`src/rtl/rst_release_seq_pkg.sv`:
```
// Shared types and elaboration helpers for the reset-release sequencer.
package rst_release_seq_pkg;

    typedef enum logic [1:0] {
        ST_RESET   = 2'd0,
        ST_HOLD    = 2'd1,
        ST_RELEASE = 2'd2,
        ST_RUN     = 2'd3
    } state_e;

    // Ceiling log2; clog2(1) = 0.
    function automatic int unsigned clog2(input int unsigned value);
        int unsigned result;
        result = 0;
        for (int unsigned i = 0; i < 32; i++) begin
            if ((64'(1) << i) < 64'(value)) begin
                result = i + 1;
            end
        end
        return result;
    endfunction

    // Counter must reach the larger of the two terminal counts; never narrower than one bit.
    function automatic int unsigned cnt_width(input int unsigned hold, input int unsigned step);
        int unsigned w;
        w = clog2((hold > step) ? hold : step);
        return (w == 0) ? 1 : w;
    endfunction

    function automatic bit params_legal(input int unsigned sync_stages,
                                        input int unsigned hold_cycles,
                                        input int unsigned step_cycles,
                                        input int unsigned domains);
        return (sync_stages >= 2) && (hold_cycles >= 1) && (step_cycles >= 1) &&
               (domains >= 1) && (domains <= 8);
    endfunction

endpackage

```
`src/rtl/rst_release_seq_sync_chain.sv`:
```
// Reset deassertion synchroniser: async clear, synchronous release of a constant 1.
module rst_sync_chain #(
    parameter int unsigned STAGES = 2
) (
    input  logic CLK,
    input  logic RN,
    output logic Q
);

    logic [STAGES-1:0] stage;

    // Each bit maps onto a dffrnq so recovery/removal against CLK is characterised.
    always_ff @(posedge CLK or negedge RN) begin
        if (!RN) begin
            stage <= '0;
        end else begin
            stage <= {stage[STAGES-2:0], 1'b1};
        end
    end

    assign Q = stage[STAGES-1];

endmodule

```
`src/rtl/rst_release_seq.sv`:
```
// Sequenced reset release: synchronised deassert, settle hold, then one domain per step.
module rst_release_seq
    import rst_release_seq_pkg::*;
#(
    parameter int unsigned SYNC_STAGES = 2,
    parameter int unsigned HOLD_CYCLES = 16,
    parameter int unsigned STEP_CYCLES = 4,
    parameter int unsigned DOMAINS     = 3
) (
    input  logic               CLK,
    input  logic               RN,
    input  logic               SRST,
    output logic [DOMAINS-1:0] RNO,
    output logic               READY
);

    localparam int unsigned CNT_W = cnt_width(HOLD_CYCLES, STEP_CYCLES);
    localparam int unsigned IDX_W = clog2(DOMAINS) + 1;

    localparam logic [CNT_W-1:0] HOLD_LAST = CNT_W'(HOLD_CYCLES - 1);
    localparam logic [CNT_W-1:0] STEP_LAST = CNT_W'(STEP_CYCLES - 1);
    localparam logic [IDX_W-1:0] IDX_DONE  = IDX_W'(DOMAINS);

    if (!params_legal(SYNC_STAGES, HOLD_CYCLES, STEP_CYCLES, DOMAINS)) begin : g_param_check
        $error("rst_release_seq: illegal parameter combination");
    end

    logic             sync_rn;
    state_e           state;
    logic [CNT_W-1:0] cnt;
    logic [IDX_W-1:0] idx;

    rst_sync_chain #(
        .STAGES(SYNC_STAGES)
    ) u_sync (
        .CLK(CLK),
        .RN (RN),
        .Q  (sync_rn)
    );

    // Sequencer; soft reset restarts the hold from any post-reset state.
    always_ff @(posedge CLK or negedge RN) begin
        if (!RN) begin
            state <= ST_RESET;
            cnt   <= '0;
            idx   <= '0;
            RNO   <= '0;
            READY <= 1'b0;
        end else if (SRST && (state != ST_RESET)) begin
            state <= ST_HOLD;
            cnt   <= '0;
            idx   <= IDX_W'(1);
            RNO   <= '0;
            READY <= 1'b0;
        end else begin
            case (state)
                ST_RESET: begin
                    if (sync_rn) begin
                        state <= ST_HOLD;
                        cnt   <= '0;
                    end
                end
                ST_HOLD: begin
                    if (cnt == HOLD_LAST) begin
                        RNO[0] <= 1'b1;
                        cnt    <= '0;
                        idx    <= IDX_W'(1);
                        state  <= (DOMAINS == 1) ? ST_RUN : ST_RELEASE;
                    end else begin
                        cnt <= cnt + CNT_W'(1);
                    end
                end
                ST_RELEASE: begin
                    // Last domain went out on the previous edge; hand over to RUN.
                    if (idx == IDX_DONE) begin
                        state <= ST_RUN;
                        READY <= 1'b1;
                    end else if (cnt == STEP_LAST) begin
                        RNO <= RNO | (DOMAINS'(1) << idx);
                        idx <= idx + IDX_W'(1);
                        cnt <= '0;
                    end else begin
                        cnt <= cnt + CNT_W'(1);
                    end
                end
                ST_RUN: begin
                    RNO   <= '1;
                    READY <= 1'b1;
                end
                default: begin
                    state <= ST_RESET;
                end
            endcase
        end
    end

endmodule

```
`config.mk`:
```
export PLATFORM = sky130hd
export DESIGN_NAME = rst_release_seq
export DESIGN_NICKNAME = d
export VERILOG_FILES = /design/src/rtl/rst_release_seq_pkg.sv /design/src/rtl/rst_release_seq_sync_chain.sv /design/src/rtl/rst_release_seq.sv
export SDC_FILE = /design/constraint.sdc
export NUM_CORES = 1
export LEC_CHECK = 0
export CAP_MARGIN = 25
export CORE_MARGIN = 2
export CORE_UTILIZATION = 34
export DETAILED_ROUTE_END_ITERATION = 6
export PLACE_DENSITY = 0.54
export SKIP_LAST_GASP = 1
export SLEW_MARGIN = 20
export SYNTH_ARGS = -nofsm -noshare
export SYNTH_HDL_FRONTEND = slang
export SYNTH_SLANG_ARGS = --single-unit
```
`constraint.sdc`:
```
create_clock -name CLK -period 2.2 [get_ports CLK]
set_input_delay 0.44 -clock CLK [delete_from_list [all_inputs] [get_ports CLK]]
set_output_delay 0.44 -clock CLK [all_outputs]
set_load 0.05 [all_outputs]
```
==> results.md <==
- Run status: finished clean
- Category of the critical setup timing path: flop to flop
- Max stage delay on crit path: 480 ps
- Y dimension of the die: 57.4 um
- M2 GR Usage: 19.3%
- Overall Global Routing Usage: 12.5%
- Via-per-instance ratio: 5.18
- Clock buffers created by TritonCTS: 3
- Remaining global-route overflow: 0
- Met3 demand-to-capacity share in global routing: 2.04%
- Mean post-synth cell area: 10.1 sq um
- Post CTS Setup Buffer Count: 0
- Initial standard-cell utilization of the core: 35.5%
- Port Buf Inserts: 6
- Cell Int Power: 0.741 mW
- Layout overhead on the synthesized area: 11.9%
- Headroom to the max-slew limit: 53.3%
- Floorplan row count: 19
- Highest attainable clock frequency: 500 MHz
- Proportion of power drawn by flip-flops and latches: 31.2%
- Most area-consuming cells after synthesis: dfrtp_1 39%, ha_1 15%, nor2_1 3.9%
- Global-route wire length before repair: 3080 um
- Final worst clock skew: 4.26 ps
- Leakage power summed over all cells: 0.503 nW
- 1st-iter DRT viols: 22
- Largest delay share family, worst path: adder cells
- Router iterations before antenna repair: 4
- Pins over their slew limit: 0
- Most common library cell in the layout ignoring fill and taps: dfrtp_1
- Cells after Synth: 96
- CTS tree: done
- Placeable core area: 0.00273 sq mm
- Final number of hold-violating endpoints: 0
- Final Cycle Share: 91.0%
- Maximum fanout encountered on the critical timing path: 13
- Endpoint of the worst hold path: u_sync.stage[1]$_DFF_PN0_
- Number of nets in the layout: 121
- Nature of the critical path startpoint: flop
- Synth top area share: 38.7%
- Routed vias: 705
- Sequential share of the synthesized area: 38.7%
- Number of global-route vias before repair: 662
- Final antenna-violating net count: 0
- Number of warnings issued by yosys: 0
- Number of cells on the worst hold path: 0
- Setup repair after global routing missed its margin: no
- Diode insertion count for antenna repair: 0
- Worst endpoint data arrival time: 2180 ps
- Insertion delay to the later sink of the worst-skew pair: 300 ps
- Largest net degree at the start of global routing: 16
- Fill cell instance count of the final layout: 266
- Capture point of the worst reg-to-reg path: idx[2]$_DFFE_PN0P_
- Fraction of registers with async set or reset after synthesis: 100%
- Drt total wl: 1870 um
- Final Setup Violations: 0
- Setup TNS: 0 ps
- Total standard cell area after synthesis: 971 sq um
- Max rail drop VDD: 0.709 mV
- Switching component of the power: 0.628 mW
- Root buffer selected by CTS: clkbuf_4
- Required time at the worst-slack endpoint: 2380 ps
- Top Ports: 7
- Number of cells upsized or downsized after cts: 0
- Busiest layer in global routing: met2
- Die outline area: 0.00330 sq mm
- Share of total power consumed by net switching: 45.9%
- Proportion of power drawn by the clock network: 12.0%
- Clock transition time at the flip-flop clock pins of the worst setup and hold paths: 90 ps
- Antenna violations before repair: 0
- Share of cells above drive strength 1: 12.4%
- Kind of capture point of the worst setup path: flop
- Total number of H-tree levels: 1
- Synth Register Bits: 15
- Die Wd: 57.4 um
- Number of nets in the synthesized netlist: 111
- Count of max-cap constraint violations: 0
- Worst hold slack: 367 ps
- Detailed-route DRC error count: 0
- Launching point of the worst reg2reg path: state[0]$_DFFE_PN0P_
- Number of clock sinks: 15
- Detailed placer's ending HPWL: 1400 um
- GR Layer Usage met1: 16.1%
- Wire length per cell: 13.8 um
- Min Tclk post-route: 2000 ps
- Buffers & Inverters on Critical Path: 1
- Cell depth of the worst flop-to-flop path: 5
- Buffers from clock root to sink, at most: 2
- Power share of the combinational group: 56.8%
- Post-synth top area cell: dfrtp_1
- Tightest Pin Transition: 698 ps
- Classification of the worst-slack hold path: flop to flop
- Worst min-delay path startpoint: u_sync.stage[0]$_DFF_PN0_
- Library cell contributing the largest single delay on the critical path: ha_1
- Critical-path cell list: inv_1 > ha_1 > o311ai_2 > nand3_1 > mux2_1
- Final weighted congestion in routability-driven placement: 0.756
- Count of flip-flops with a built-in enable after synthesis: 0
- Count of different cell masters after synthesis: 30
- Top FF cell, synth: dfrtp_1
- Power per cell area: 1260 mW/mm^2
- Most frequent cells in the layout: 15 x dfrtp_1, 12 x ha_1, 10 x nor2_1
- Worst setup slack for register-to-register paths: 200 ps
- Hold-fix buffers, CTS: 0
## worst max-delay path by stage
stage                                     from                    to  cells after the start  slack [ps]
after detailed placement                  SRST  state[1]$_DFFE_PN0P_                      5         140
final                     state[0]$_DFFE_PN0P_    idx[2]$_DFFE_PN0P_                      5         200
after global placement                    SRST  state[0]$_DFFE_PN0P_                      5         140
after global routing      state[0]$_DFFE_PN0P_    idx[2]$_DFFE_PN0P_                      6          70
after floorplan           state[1]$_DFFE_PN0P_    cnt[0]$_DFFE_PN0P_                      6         470
after CTS                 state[0]$_DFFE_PN0P_  state[1]$_DFFE_PN0P_                      6         200
## through the flow
step / power, mW / area (sq um) / setup WS [ps] / utilization, % / cells
4_1_cts: 1.39 / 1090 / 200 / 39.7 / 136
3_3_place_gp: 1.21 / 1060 / 137 / 38.7 / 132
6_report: 1.37 / 1090 / 199 / 39.7 / 136
5_1_grt: 1.48 / 1090 / 65.6 / 39.7 / 136
3_5_place_dp: 1.22 / 1060 / 141 / 38.7 / 132
2_1_floorplan: 1.02 / 971 / 466 / - / 96
## synth_stat cells (2+ instances only)
library cell and number:
nor2_1 10, mux2i_1 3, inv_1 7, mux2_2 3, nand2b_1 4, a21oi_1 4, nor2b_1 4, a21o_1 3
o211ai_1 3, mux2_1 2, nand2_1 3, nand3_1 7, ha_1 12, dfrtp_1 15
## area by class of cell
type	count	area (sq um)	share of cell area, %
sequential	15	375	34.6
clock inverter	1	5.00	0.461
multi-input combinational	72	551	50.7
tap	31	38.8	3.57
inverter	7	26.3	2.42
clock buffer	3	22.5	2.07
timing repair buffer	7	67.6	6.22
## worst reg2reg max path, delay by kind of cell (launching register included)
kind                     cells  cell delay (ps)
multiplexers                 1              350
AO/OA/AOI/OAI                1              230
flip-flops                   1              470
buffers and inverters        1              130
AND/OR/NAND/NOR              1              220
adder cells (fa/ha/maj)      1              480
## cells by family (layout without fill, tap and decap cells)
logic type	Yosys count	count (layout)	share of synthesized area, %
AOI/OAI and AO/OA	17	17	13.9
adders and majority gates	12	12	15.5
buffers and inverters	9	18	4.64
DFF	15	15	38.7
muxes	8	8	8.89
other	1	1	0.386
and+or+nand+nor	34	34	18.0
## sequential cells by signal, summed over array words and instances, names as in the netlist
name,count
READY,1
state,2
cnt,4
u_sync.stage,2
RNO,3
idx,3
## metal layers
layer	vias to the layer above	part of all wire, %
met5	-	0
met4	0	2.7
met3	5	3.8
met2	16	44
met1	337	50
li1	347	-
## power groups by stage
stage | clock network (mW) | registers (mW) | logic (mW)
2_1_floorplan | 0 | 0.545 | 0.478
3_3_place_gp | 0 | 0.430 | 0.783
3_5_place_dp | 0 | 0.436 | 0.780
4_1_cts | 0.175 | 0.430 | 0.786
5_1_grt | 0.183 | 0.442 | 0.854
6_report | 0.165 | 0.427 | 0.777
Power figures use the tool's default switching activity.
